`src/rtl/imem_loader.sv`:
```
// -----------------------------------------------------------------------------
// imem_loader
//
// Program loader for the processor's instruction memory (DEPTH words x DW bits).
// Consumes a byte-wide valid/ready stream with this layout:
//   N (word count, 1..DEPTH), then 4*N data bytes (big-endian, MSB first),
//   then an optional checksum byte (XOR of all data bytes).
// Each completed word is written to memory with a one-cycle wr_en pulse.
// The processor is held in reset (cpu_hold) until a load completes successfully.
//
// Build option:
//   LOADER_CHECKSUM_EN - when defined, a trailing checksum byte is required and
//                        checked; a mismatch ends the load in the error state.
//
// Ports:
//   clk        in   rising-edge clock
//   reset      in   asynchronous, active-low reset
//   start      in   single-cycle pulse; begins a load from IDLE/DONE/ERR
//   in_valid   in   stream byte valid
//   in_data    in   stream byte
//   in_ready   out  loader accepts a byte this cycle
//   wr_en      out  instruction memory write strobe (one cycle per word)
//   wr_addr    out  word address being written
//   wr_data    out  word being written
//   cpu_hold   out  holds the processor in reset while not successfully loaded
//   busy       out  loader is consuming a stream (LEN/DATA/CSUM)
//   done       out  last load completed successfully (level)
//   err        out  last load aborted (level)
//   word_count out  words written in the current or last load
// -----------------------------------------------------------------------------
module imem_loader #(
    parameter int DEPTH = 16,
    parameter int AW    = 4,
    parameter int DW    = 32
) (
    input  logic          clk,
    input  logic          reset,
    input  logic          start,
    input  logic          in_valid,
    input  logic [7:0]    in_data,
    output logic          in_ready,
    output logic          wr_en,
    output logic [AW-1:0] wr_addr,
    output logic [DW-1:0] wr_data,
    output logic          cpu_hold,
    output logic          busy,
    output logic          done,
    output logic          err,
    output logic [AW:0]   word_count
);

    typedef enum logic [2:0] {
        S_IDLE,
        S_LEN,
        S_DATA,
`ifdef LOADER_CHECKSUM_EN
        S_CSUM,
`endif
        S_DONE,
        S_ERR
    } state_t;

    state_t          state_r;
    logic [AW:0]     len_r;        // latched word count N
    logic [1:0]      byte_cnt_r;   // byte position inside the current word
    logic [DW-1:0]   asm_r;        // word assembly shift register
`ifdef LOADER_CHECKSUM_EN
    logic [7:0]      csum_r;       // running XOR of all data bytes
`endif

    logic            hs_s;
    logic            len_ok_s;
    logic [DW-1:0]   word_next_s;
    logic [AW:0]     cnt_inc_s;

    // Handshake, length validation and next-word helpers.
    assign hs_s        = in_valid & in_ready;
    assign len_ok_s    = (in_data != 8'd0) && ({24'd0, in_data} <= 32'(DEPTH));
    assign word_next_s = {asm_r[DW-9:0], in_data};
    assign cnt_inc_s   = word_count + (AW+1)'(1);

    // Loader FSM with all outputs registered.
    always_ff @(posedge clk or negedge reset) begin
        if (!reset) begin
            state_r    <= S_IDLE;
            len_r      <= '0;
            byte_cnt_r <= 2'd0;
            asm_r      <= '0;
`ifdef LOADER_CHECKSUM_EN
            csum_r     <= 8'd0;
`endif
            in_ready   <= 1'b0;
            wr_en      <= 1'b0;
            wr_addr    <= '0;
            wr_data    <= '0;
            cpu_hold   <= 1'b1;
            busy       <= 1'b0;
            done       <= 1'b0;
            err        <= 1'b0;
            word_count <= '0;
        end else begin
            // Write strobe is a single-cycle pulse unless re-armed below.
            wr_en <= 1'b0;

            case (state_r)
                S_IDLE, S_DONE, S_ERR: begin
                    if (start) begin
                        state_r    <= S_LEN;
                        in_ready   <= 1'b1;
                        busy       <= 1'b1;
                        cpu_hold   <= 1'b1;
                        done       <= 1'b0;
                        err        <= 1'b0;
                        word_count <= '0;
                        byte_cnt_r <= 2'd0;
                        asm_r      <= '0;
`ifdef LOADER_CHECKSUM_EN
                        csum_r     <= 8'd0;
`endif
                    end
                end

                S_LEN: begin
                    if (hs_s) begin
                        if (len_ok_s) begin
                            // N <= DEPTH is known here, so AW+1 bits hold it.
                            len_r   <= in_data[AW:0];
                            state_r <= S_DATA;
                        end else begin
                            state_r  <= S_ERR;
                            in_ready <= 1'b0;
                            busy     <= 1'b0;
                            err      <= 1'b1;
                        end
                    end
                end

                S_DATA: begin
                    if (hs_s) begin
                        asm_r      <= word_next_s;
                        byte_cnt_r <= byte_cnt_r + 2'd1;
`ifdef LOADER_CHECKSUM_EN
                        csum_r     <= csum_r ^ in_data;
`endif
                        if (byte_cnt_r == 2'd3) begin
                            wr_en      <= 1'b1;
                            wr_addr    <= word_count[AW-1:0];
                            wr_data    <= word_next_s;
                            word_count <= cnt_inc_s;
                            if (cnt_inc_s == len_r) begin
`ifdef LOADER_CHECKSUM_EN
                                state_r  <= S_CSUM;
`else
                                state_r  <= S_DONE;
                                in_ready <= 1'b0;
                                busy     <= 1'b0;
                                done     <= 1'b1;
                                cpu_hold <= 1'b0;
`endif
                            end
                        end
                    end
                end

`ifdef LOADER_CHECKSUM_EN
                S_CSUM: begin
                    if (hs_s) begin
                        in_ready <= 1'b0;
                        busy     <= 1'b0;
                        if (in_data == csum_r) begin
                            state_r  <= S_DONE;
                            done     <= 1'b1;
                            cpu_hold <= 1'b0;
                        end else begin
                            // Words already written stay in memory; CPU stays held.
                            state_r  <= S_ERR;
                            err      <= 1'b1;
                        end
                    end
                end
`endif

                default: begin
                    state_r  <= S_IDLE;
                    in_ready <= 1'b0;
                    busy     <= 1'b0;
                    cpu_hold <= 1'b1;
                end
            endcase
        end
    end

endmodule

```
`config.mk`:
```
export PLATFORM = sky130hd
export DESIGN_NAME = imem_loader
export DESIGN_NICKNAME = d
export VERILOG_FILES = /design/src/rtl/imem_loader.sv
export SDC_FILE = /design/constraint.sdc
export NUM_CORES = 1
export LEC_CHECK = 0
export CORE_MARGIN = 3
export CORE_UTILIZATION = 28
export DETAILED_ROUTE_END_ITERATION = 8
export PLACE_DENSITY = 0.5
export RECOVER_POWER = 25
export SYNTH_ARGS = -nofsm -noshare
export SYNTH_HDL_FRONTEND = slang
export SYNTH_SLANG_ARGS = --single-unit
```
`constraint.sdc`:
```
create_clock -name clk -period 2.6 [get_ports clk]
set_input_delay 0.65 -clock clk [delete_from_list [all_inputs] [get_ports clk]]
set_output_delay 0.65 -clock clk [all_outputs]
set_load 0.03 [all_outputs]
```
After elaboration in Yosys (flattened, before gate mapping)
Index checks and enable logic that the tools add are counted.
{ "word_totals": {"wordCells": 80, "input_bits": 12, "output_inout_bits": 47, "ff_bits": 80} }
{ "classes": {"n_eq_ne": 12, "add_sub_neg": 2, "reduce_logical": 15, "bitwise": 2, "magnitude_cmp": 1, "mux": 36} }
{ "op_table": {"columns": ["operator", "count"], "rows": [
  ["$mux 24", 2],
  ["$pmux 24 s2", 1],
  ["$mux 3", 6],
  ["$mux 1", 15],
  ["$mux 5", 3],
  ["$reduce_and 5->1", 3],
  ["$ne 2x2->1 const B", 6],
  ["$pmux 5 s2", 1],
  ["$pmux 3 s3", 1],
  ["$reduce_and 3->1", 3],
  ["$le 8x5->1 const B", 1],
  ["$reduce_and 4->1", 2],
  ["$reduce_bool 8->1", 1],
  ["$eq 3x2->1 const B", 2],
  ["$pmux 1 s3", 2],
  ["$reduce_and 6->1", 1],
  ["$add 5x1->5 const B", 1],
  ["$eq 5x5->1", 1],
  ["$mux 2", 2],
  ["$pmux 1 s2", 2],
  ["$pmux 2 s2", 1],
  ["$reduce_bool 2->1", 2],
  ["$eq 3x1->1 const B", 1],
  ["$eq 3x3->1 const B", 1],
  ["other kinds (7)", 7]
]} }

Depth between registers and ports, before layout
Gate-level depths: netlist of the first run.
{ "logic_depth": {"word_depth": 6, "ltp_mapped": 9, "depth_no_buf": 6} }

Worst setup path after synthesis of the first run
No wires, ideal clock.
{ "synth_timing": {"path_type": "reg-to-reg", "startpoint": "register word_count[0]", "endpoint": "register done", "path_buffers": 0, "setup_slack_ps": 569, "setup_ps": 104, "period_less_slack_ps": 2031, "stages_incl_launch_ff": 6, "required_time_ps": 2496, "arrival_time_ps": 1928, "path_cell_list": "dfrtp_1 -> ha_1 -> xnor3_1 -> nand4_1 -> or3_4 -> o41ai_2"} }
{ "synth_between": {"elab_chain_len": 4} }
{ "synth_rtl": {"columns": ["item", "line_no", "rtl"], "rows": [
  ["from (decl)", "49", "output logic [AW:0] word_count"],
  ["from (signal assigned)", "149", "word_count <= cnt_inc_s;"],
  ["$add 5x1->5", "80", "assign cnt_inc_s = word_count + (AW+1)'(1);"],
  ["$eq 5x5->1", "150", "if (cnt_inc_s == len_r) begin"],
  ["$ne 2x2->1 (no line)", null, null],
  ["$reduce_and 5->1 (no line)", null, null],
  ["to (signal assigned)", "98", "done <= 1'b0;"],
  ["to (signal assigned)", "112", "done <= 1'b0;"],
  ["to (signal assigned)", "157", "done <= 1'b1;"],
  ["to (decl)", "47", "output logic done,"]
]} }
No other way between the ends.
A chain may end at the register's enable or synchronous reset.

Worst setup path in the final report of the first run
{ "layout_timing": {"startpoint": "input in_data[3]", "endpoint": "register len_r[0]"} }
{ "layout_between": {"elab_chain_len": 3, "word_cells_on_any_way": 4, "classes_between": "order compare: 1; reduce/logical: 3"} }
{ "layout_rtl": {"columns": ["item", "line_no", "rtl"], "rows": [
  ["from (decl)", "40", "input logic [7:0] in_data,"],
  ["$le 8x5->1 or $reduce_bool 8->1 (tied branches)", "78", "assign len_ok_s = (in_data != 8'd0) && ({24'd0, in_data} <= 32'(DEPTH));"],
  ["$logic_and 1x1->1 *", "78", null],
  ["$reduce_and 3->1 (no line) *", null, null],
  ["to (signal assigned)", "127", "len_r <= in_data[AW:0];"],
  ["to (decl)", "64", "logic [AW:0] len_r;"]
]} }
Every way passes the cells marked *; elsewhere a longest branch is shown, timed or not.

==> results list, run 1 <==
* Cell type contributing the most total cell area after synthesis: sky130_fd_sc_hd__dfrtp_1
- Via count of the first global-routing pass: 2896
* Post-layout net count: 442
* Worst max-slew margin expressed relative to the limit: 0.318
* Number of distinct library cell variants in the gate-level netlist after synthesis: 45
- Gates resized during post-CTS repair numbered 0.
- Initial standard-cell utilization of the core: 0.290
- The critical path goes through clkdlybuf4s50_1, nor4_1, mux2_2, nand2_1, mux2_2.
* Gate count after technology mapping: 371
* Final core occ: 0.379
- The share of synthesized area in the top cell type comes to 0.558.
- In this design, the critical path's most frequently occurring cell is sky130_fd_sc_hd__mux2_2.
- Counting I/O delays and the setup requirement, the final critical path takes 2250 ps.
* Worst setup path class: input pin to flop
* Max cap viols: 0
- The mapped netlist covers 0.00355 mm².
- Timing would allow up to 445 MHz.
* Part of the power in combinational logic: 0.175
- Clk_skew: 6.03 ps
- In this run the clock root is driven by a sky130_fd_sc_hd__clkbuf_16.
- WHS: 469 ps
- Crit path max-delay family: multiplexers
- Global routing finished with a remaining overflow of 0.
* Total routing resource utilization after global routing: 0.129
* Type of the tightest min-delay check: flop to flop
- Total number of vias: 2765
- Total number of placement rows: 40
* Io pins: 59
- STA classifies the critical path startpoint as an input pin.
- Floorplan die height: 119 µm
- Buffers inserted during clock tree synthesis total 9.
- Measured slew at the worst slew-check pin: 1020 ps
- Ant diodes: 0
- Setup violations remaining at the end of the flow were counted as 0.
- Synthesized area per cell: 9.56 µm²
* Fraction of layout cells with a size suffix above 1: 0.0970
- After synthesis, the share of cell area in mux cells is 0.0251.
* Internal power of the cells: 2.41 mW
* Layout fillers: 1299
- Worst endpoint required time: 2810 ps
- Deepest clock path buffer count: 2
- In the final routed layout, each cell accounts on average for 14.3 µm.
* Leak pwr: 2.12 nW
- Non-filler instance count after layout: 601
* Final antenna-violating net count: 0
- Of the synthesized area, sequential elements account for 0.565.
- The H-tree was split into 3 levels.
* DRC violation count after routing: 0
- The share of total power dissipated in sequential elements is 0.414.
- Synthesized-area fraction occupied by and/or/nand/nor cells: 0.208
* Final-report max-slew violation count: 0
- Std-Cell Core Area: 0.0122 mm²
- Die span in x: 119 µm
- For this run, the slowest stage of the critical path takes 440 ps.
- Net switching component of the power: 0.904 mW
- Clock insertion delay at the later pin of the skew report: 340 ps
- Total wirelength of the detailed-routed design: 8590 µm
* Final sum of negative setup slack: 0 ps
- Layout Area Growth over Synthesis: 30.5%
- Number of antenna violations at the first check in global routing: 0
* Number of register bits inferred by synthesis: 80
- Dominant combinational cell family by area after synthesis: simple AND/OR/NAND/NOR gates
- The flow ran to the end, and the final reports show no timing, DRC or antenna violations.
* Final period util: 0.864
- Among all stages on the critical path, the largest delay is contributed by sky130_fd_sc_hd__clkdlybuf4s50_1.
- Total power for the finished layout comes to 3.31 mW.
- The number of hold violations in the final report came to 0.
- Of the total power, the share spent switching nets is 0.273.
* Placer's final routability congestion estimate: 0.797
- Number of warning messages in the yosys log: 0
- The first routing iteration left 111 violations.
* Clock slew seen by the registers of the worst setup and hold paths: 60 ps
- The floorplan step defined a die boundary enclosing 0.0141 mm².
- Net count after synthesis: 385
* RSZ-0062 raised after global routing: false
- Of the total synthesized cell area, the portion taken by full adders, half adders and majority gates is 0.00706.
- TritonCTS built the clock tree.
- Of the total synthesized cell area, the portion taken by XOR and XNOR cells is 0.0261.
- In this run the worst path has a maximum fanout of 5.
- The clock drives 80 sinks.
* Post-synthesis compound-gate area fraction: 0.110
- Counting both buffers and inverters, the worst setup path holds a total of 1.
- Of the total power, the clock network draws 0.411.
* Count of buffers inserted at the top-level ports: 58
- In this run the post-CTS setup repair buffer count came out at 0.
- In the post-synthesis netlist, the biggest area contributors are sky130_fd_sc_hd__dfrtp_1 56%, sky130_fd_sc_hd__nand2_1 11%, sky130_fd_sc_hd__nand3_1 4.2%.
* Ratio of total power to cell area: 716 mW/mm²
- Wire length of the first global-routing pass: 14700 µm
- Once placement completed, the tool counted placed cells totaling 585.
- Hold_buf cts: 0
* Nature of the critical path endpoint: flop
- Entering global routing, the biggest net connects 50 pins.
* Worst endpoint data arrival time: 2460 ps
* Largest vdd supply drop: 0.000278 V
- Via-to-Cell Ratio: 4.60
* Detailed-router iteration count before antenna repair: 4
- Summed over all nets, the half-perimeter wirelength after detailed placement is 6060 µm.
## Yosys cell counts (all sizes together)
cell type  instances
nor4               2
o41ai              1
inv               15
and2               1
xnor2              5
dfstp              1
mux2               7
nor3               3
nand2b             2
nor2               8
buf               16
nand3             30
o22ai              2
nand4b             2
or3                1
xor2               3
and3b              1
o221ai             1
clkbuf             9
xnor3              1
or2                3
a21oi              7
mux2i              1
or3b               1
dfrtp             79
o31ai             12
nand2            108
a21o               3
nor4b              1
nand4              1
a22oi              1
a2bb2oi            1
nor2b              3
a211oi             2
a31oi              1
ha                 2
o21ai             32
nor3b              1
o21a               1
## layout make-up
class                   instances  area, µm²  share of cell area
clock inverters                 5       80.1              0.0173
inverters                      15       56.3              0.0122
flip-flops and latches         80       2000               0.433
well taps                     168        210              0.0454
multi-input cells             251       1340               0.289
clock buffers                  11        243              0.0525
repair buffers                 71        698               0.151
## state kept, by name, indices dropped and copies added, names as in the netlist
register / count
wr_data: 32
wr_en: 1
cpu_hold: 1
asm_r: 24
wr_addr: 4
byte_cnt_r: 2
state_r: 3
err: 1
busy: 1
done: 1
word_count: 5
len_r: 5
## metrics by stage
step	area (µm²)	worst slack (ps)
floorplan	3550	569
global placement	4310	83.6
detailed placement	4310	15.9
CTS	4630	352
global route	4630	309
finish	4630	354
## logic make-up after synthesis
group,after synthesis
buffers and inverters,40
AND/OR/NAND/NOR,168
multiplexers,8
AO/OA/AOI/OAI,64
XOR/XNOR,9
adder cells (fa/ha/maj),2
flip-flops,80
## routing by layer
metal  vias up  share of wire  track usage  wire length (µm)
li1       1358              -            -                 -
met1      1335           0.47        0.172              4040
met2        61           0.47        0.204              4020
met3        11          0.046       0.0349               398
met4         0          0.015       0.0434               130
met5         -              0            0                 0
## layout by cell type, fill, tap and decap left out, types with 2 or more instances in the layout
cell type                         instances
sky130_fd_sc_hd__nand2_1                108
sky130_fd_sc_hd__dfrtp_1                 79
sky130_fd_sc_hd__clkdlybuf4s50_1         57
sky130_fd_sc_hd__nand3_1                 30
sky130_fd_sc_hd__o21ai_0                 30
sky130_fd_sc_hd__inv_1                   14
sky130_fd_sc_hd__o31ai_1                 12
sky130_fd_sc_hd__buf_4                   11
sky130_fd_sc_hd__clkbuf_16                9
sky130_fd_sc_hd__nor2_1                   8
sky130_fd_sc_hd__a21oi_1                  7
sky130_fd_sc_hd__mux2_2                   7
sky130_fd_sc_hd__xnor2_1                  5
sky130_fd_sc_hd__a21o_1                   3
sky130_fd_sc_hd__nor2b_1                  3
sky130_fd_sc_hd__nor3_1                   3
sky130_fd_sc_hd__xor2_1                   3
sky130_fd_sc_hd__nand2b_1                 2
sky130_fd_sc_hd__nand4b_1                 2
sky130_fd_sc_hd__o22ai_1                  2
sky130_fd_sc_hd__a211oi_1                 2
sky130_fd_sc_hd__nor4_1                   2
sky130_fd_sc_hd__or2_2                    2
sky130_fd_sc_hd__o21ai_1                  2
sky130_fd_sc_hd__ha_1                     2
sky130_fd_sc_hd__clkinvlp_4               2
sky130_fd_sc_hd__bufinv_16                2
sky130_fd_sc_hd__buf_12                   2
## power by group through the flow
stage / logic (mW) / registers (mW) / clock network, mW
3_3_place_gp: 0.583 / 1.39 / 0
3_5_place_dp: 0.586 / 1.40 / 0
5_1_grt: 0.639 / 1.38 / 1.45
6_report: 0.580 / 1.37 / 1.36
4_1_cts: 0.588 / 1.37 / 1.41
2_1_floorplan: 0.387 / 1.40 / 0
## worst paths after layout
path	from	end	slack (ps)	cells past startpoint
worst max-delay path	in_data[3]	len_r[0]	350	5
worst min-delay path	wr_data[29]	wr_data[29]	470	2
worst max register to register	word_count[0]	done	570	5
worst min register to register	wr_data[29]	wr_data[29]	470	2
max in group asynchronous	reset	cpu_hold	1300	2
min in group asynchronous	reset	wr_en	480	1
## worst min-delay path, stage by stage (launching register included)
cell and delay [ps]:
sky130_fd_sc_hd__dfrtp_1 340, sky130_fd_sc_hd__nand2_1 50, sky130_fd_sc_hd__nand2_1 50
Note: power is estimated with default switching activity, not from simulation.
==> run 2, diff against run 1 <==
==> constraint.sdc (replaced) <==
create_clock -name clk -period 2.6 [get_ports clk]
set_input_delay 0.65 -clock clk [delete_from_list [all_inputs] [get_ports clk]]
set_output_delay 0.65 -clock clk [all_outputs]
set_load 0.01 [all_outputs]
==> results of run 2 <==
Same layout as run 1 (identical final DEF). Status: completed.
Main changes from that run: total power 3.31 mW -> 3.28 mW
==> RTL change (settings of run 2) <==
The parameter `AW` goes from 4 to 6.
--- a/src/rtl/imem_loader.sv
+++ b/src/rtl/imem_loader.sv
@@ -30,7 +30,7 @@
 // -----------------------------------------------------------------------------
 module imem_loader #(
     parameter int DEPTH = 16,
-    parameter int AW    = 4,
+    parameter int AW    = 6,
     parameter int DW    = 32
 ) (
     input  logic          clk,
Interface: changed (resized word_count and wr_addr); port bits go from 59 to 63. The function was not compared with the original's and may differ.
==> RTL change against run 2 <==
Sequential cell count is 6 higher. Power is 6.0% higher. Wire length is 8.9% higher. Register-to-register slack worse by 260 ps. First-iteration DRC count is 31% higher. Design area is 7.1% higher. Setup slack worse by 40 ps. Synthesized area is 5.5% higher. Sequential share of layout area is 0.15 points higher. Via count is 6.7% higher. Critical path depth is 1 higher. Largest cell class unchanged.
==> RTL change: results (changes against run 2) <==
** Synthesis
- Distinct cell type count after synthesis :: 47 (was 45)
- The sequential-to-total area share from yosys stat came to 57.6% (was 56.5%).
- Top cells by area in the synthesized netlist :: dfrtp_1, nand2_1, o21ai_0, clkbuf_1, xnor2_1 (was dfrtp_1, nand2_1, nand3_1, o21ai_0, o31ai_1)
- The number of nets in the synthesized netlist came to 416 (was 385).
- Most instantiated cells after synthesis :: nand2_1, dfrtp_1, o21ai_0 (was nand2_1, dfrtp_1, nand3_1, o21ai_0, inv_1)
- Count of flip-flops with a built-in enable after synthesis :: 0 (unchanged)

** Worst setup path
- CP Data Arrival Time :: 2510 ps (was 2460 ps)
- Highest-delay cell along the critical path :: dfrtp_1 (was clkdlybuf4s50_1)
- Worst flop-to-flop path endpoint :: busy (was done)
- Max FO, Critical Path :: 8 (was 5)
- The logic depth of the worst register-to-register path is 6 (was 5).
- The family of cells with the greatest summed delay on the critical path was simple AND/OR/NAND/NOR gates (was multiplexers).
- Worst Setup Start Kind :: flop (was primary input)
- Delay of the slowest critical-path stage :: 540 ps (was 440 ps)

** STA
- The maximum operating frequency was 438 MHz (was 445 MHz).
- Transition time of the tightest slew-check pin :: 1110 ps (was 1020 ps)
- The final setup skew came to 7.06 ps (was 6.03 ps).

** Global route
- The wire length of the first global-routing pass came to 15900 um (was 14700 um).
- Largest net degree at the start of global routing :: 49 (was 50)
- GR met2 Demand/Resource :: 21.5% (was 20.4%)
- Met1 global-route usage :: 18.9% (was 17.2%)
- The met3 usage in global routing was 3.48% (was 3.49%).
- The number of global-route vias before repair came to 2996 (was 2896).
- Combined global-route utilization of all metal layers :: 13.7% (was 12.9%)

** Placement
- Detailed placement HPWL :: 6340 um (was 6060 um)
- Quantity of I/O buffers inserted on ports :: 62 (was 58)
- The weighted congestion at the end of routability-driven global placement came to 0.830 (was 0.797).
- Setup slack after placement :: 60.0 ps (was 15.9 ps)

** Power
- Static Leak :: 2.29 nW (was 2.12 nW)
- Internal power contribution :: 0.00252 W (was 0.00241 W)
- The maximum vdd ir drop was 243 uV (was 278 uV).

** Worst hold path
- Class of the most critical hold timing path :: primary input to asynchronous set/reset pin (was flop to flop)

** Drt
- The initial detailed-routing violation count came to 145 (was 111).
- Per-cell via count in the routed design :: 4.57 (was 4.60)
- The detailed-route wire length per cell came to 14.5 um (was 14.3 um).

** Final layout
- The number of nets in the finished design was 483 (was 442).
- Layout cell share with drive strength beyond 1 :: 9.70% (about the same)

** Outcome
- Status: completed (unchanged).

** Clock tree
- Quantity of gates resized following cts :: 0 (unchanged)
[RTL change: power by group through the flow]
stage | clock network (W) | registers, W | logic [W]
6_report | 0.00139 | 0.00149 | 0.000591
3_5_place_dp | 0 | 0.00152 | 0.000598
5_1_grt | 0.00151 | 0.00151 | 0.000656
4_1_cts | 0.00144 | 0.00150 | 0.000600
3_3_place_gp | 0 | 0.00152 | 0.000589
2_1_floorplan | 0 | 0.00148 | 0.000409
[RTL change: worst min path at each step]
stage,start,endpoint,slack [ps],cells past startpoint
2_1_floorplan,reset,asm_r[0],350,0
3_3_place_gp,asm_r[21],wr_data[29],450,2
3_5_place_dp,asm_r[16],wr_data[24],460,2
4_1_cts,reset,wr_data[29],300,1
5_1_grt,asm_r[16],wr_data[24],490,2
6_report,reset,wr_data[29],460,1
[RTL change: stage by stage]
stage          std cells  power [W]  util, %  hold slack (ps)  area, um^2
2_1_floorplan        402    0.00189        -              354        3740
3_3_place_gp         630    0.00211     36.3              454        4650
3_5_place_dp         630    0.00212     36.3              460        4650
4_1_cts              646    0.00353     38.8              304        4970
5_1_grt              646    0.00367     38.6              492        4950
6_report             646    0.00348     38.6              460        4950
[RTL change: kinds of logic (layout without fill, tap and decap cells)]
| group | Yosys count | in the layout | synth area share (%) |
|---|---|---|---|
| muxes | 7 | 7 | 2.07 |
| adders and majority gates | 2 | 2 | 0.669 |
| buffers and inverters | 28 | 100 | 2.98 |
| DFF | 86 | 86 | 57.6 |
| and+or+nand+nor | 206 | 206 | 23.3 |
| AOI/OAI and AO/OA | 62 | 62 | 10.8 |
| xor gates and xnor gates | 11 | 11 | 2.58 |
[RTL change: final cells by class]
class	count	area, um^2
inverters	6	22.5
clock inverters	6	93.8
flip-flops and latches	86	2150
fillers	1331	7870
well taps	172	215
repair buffers	78	758
multi-input cells	288	1480
clock buffers	10	229
[RTL change: metal layers]
metal,vias to the layer above,part of all wire [%]
met5,-,0
met3,12,3.9
li1,1462,-
met4,0,1.3
met1,1422,48
met2,53,47
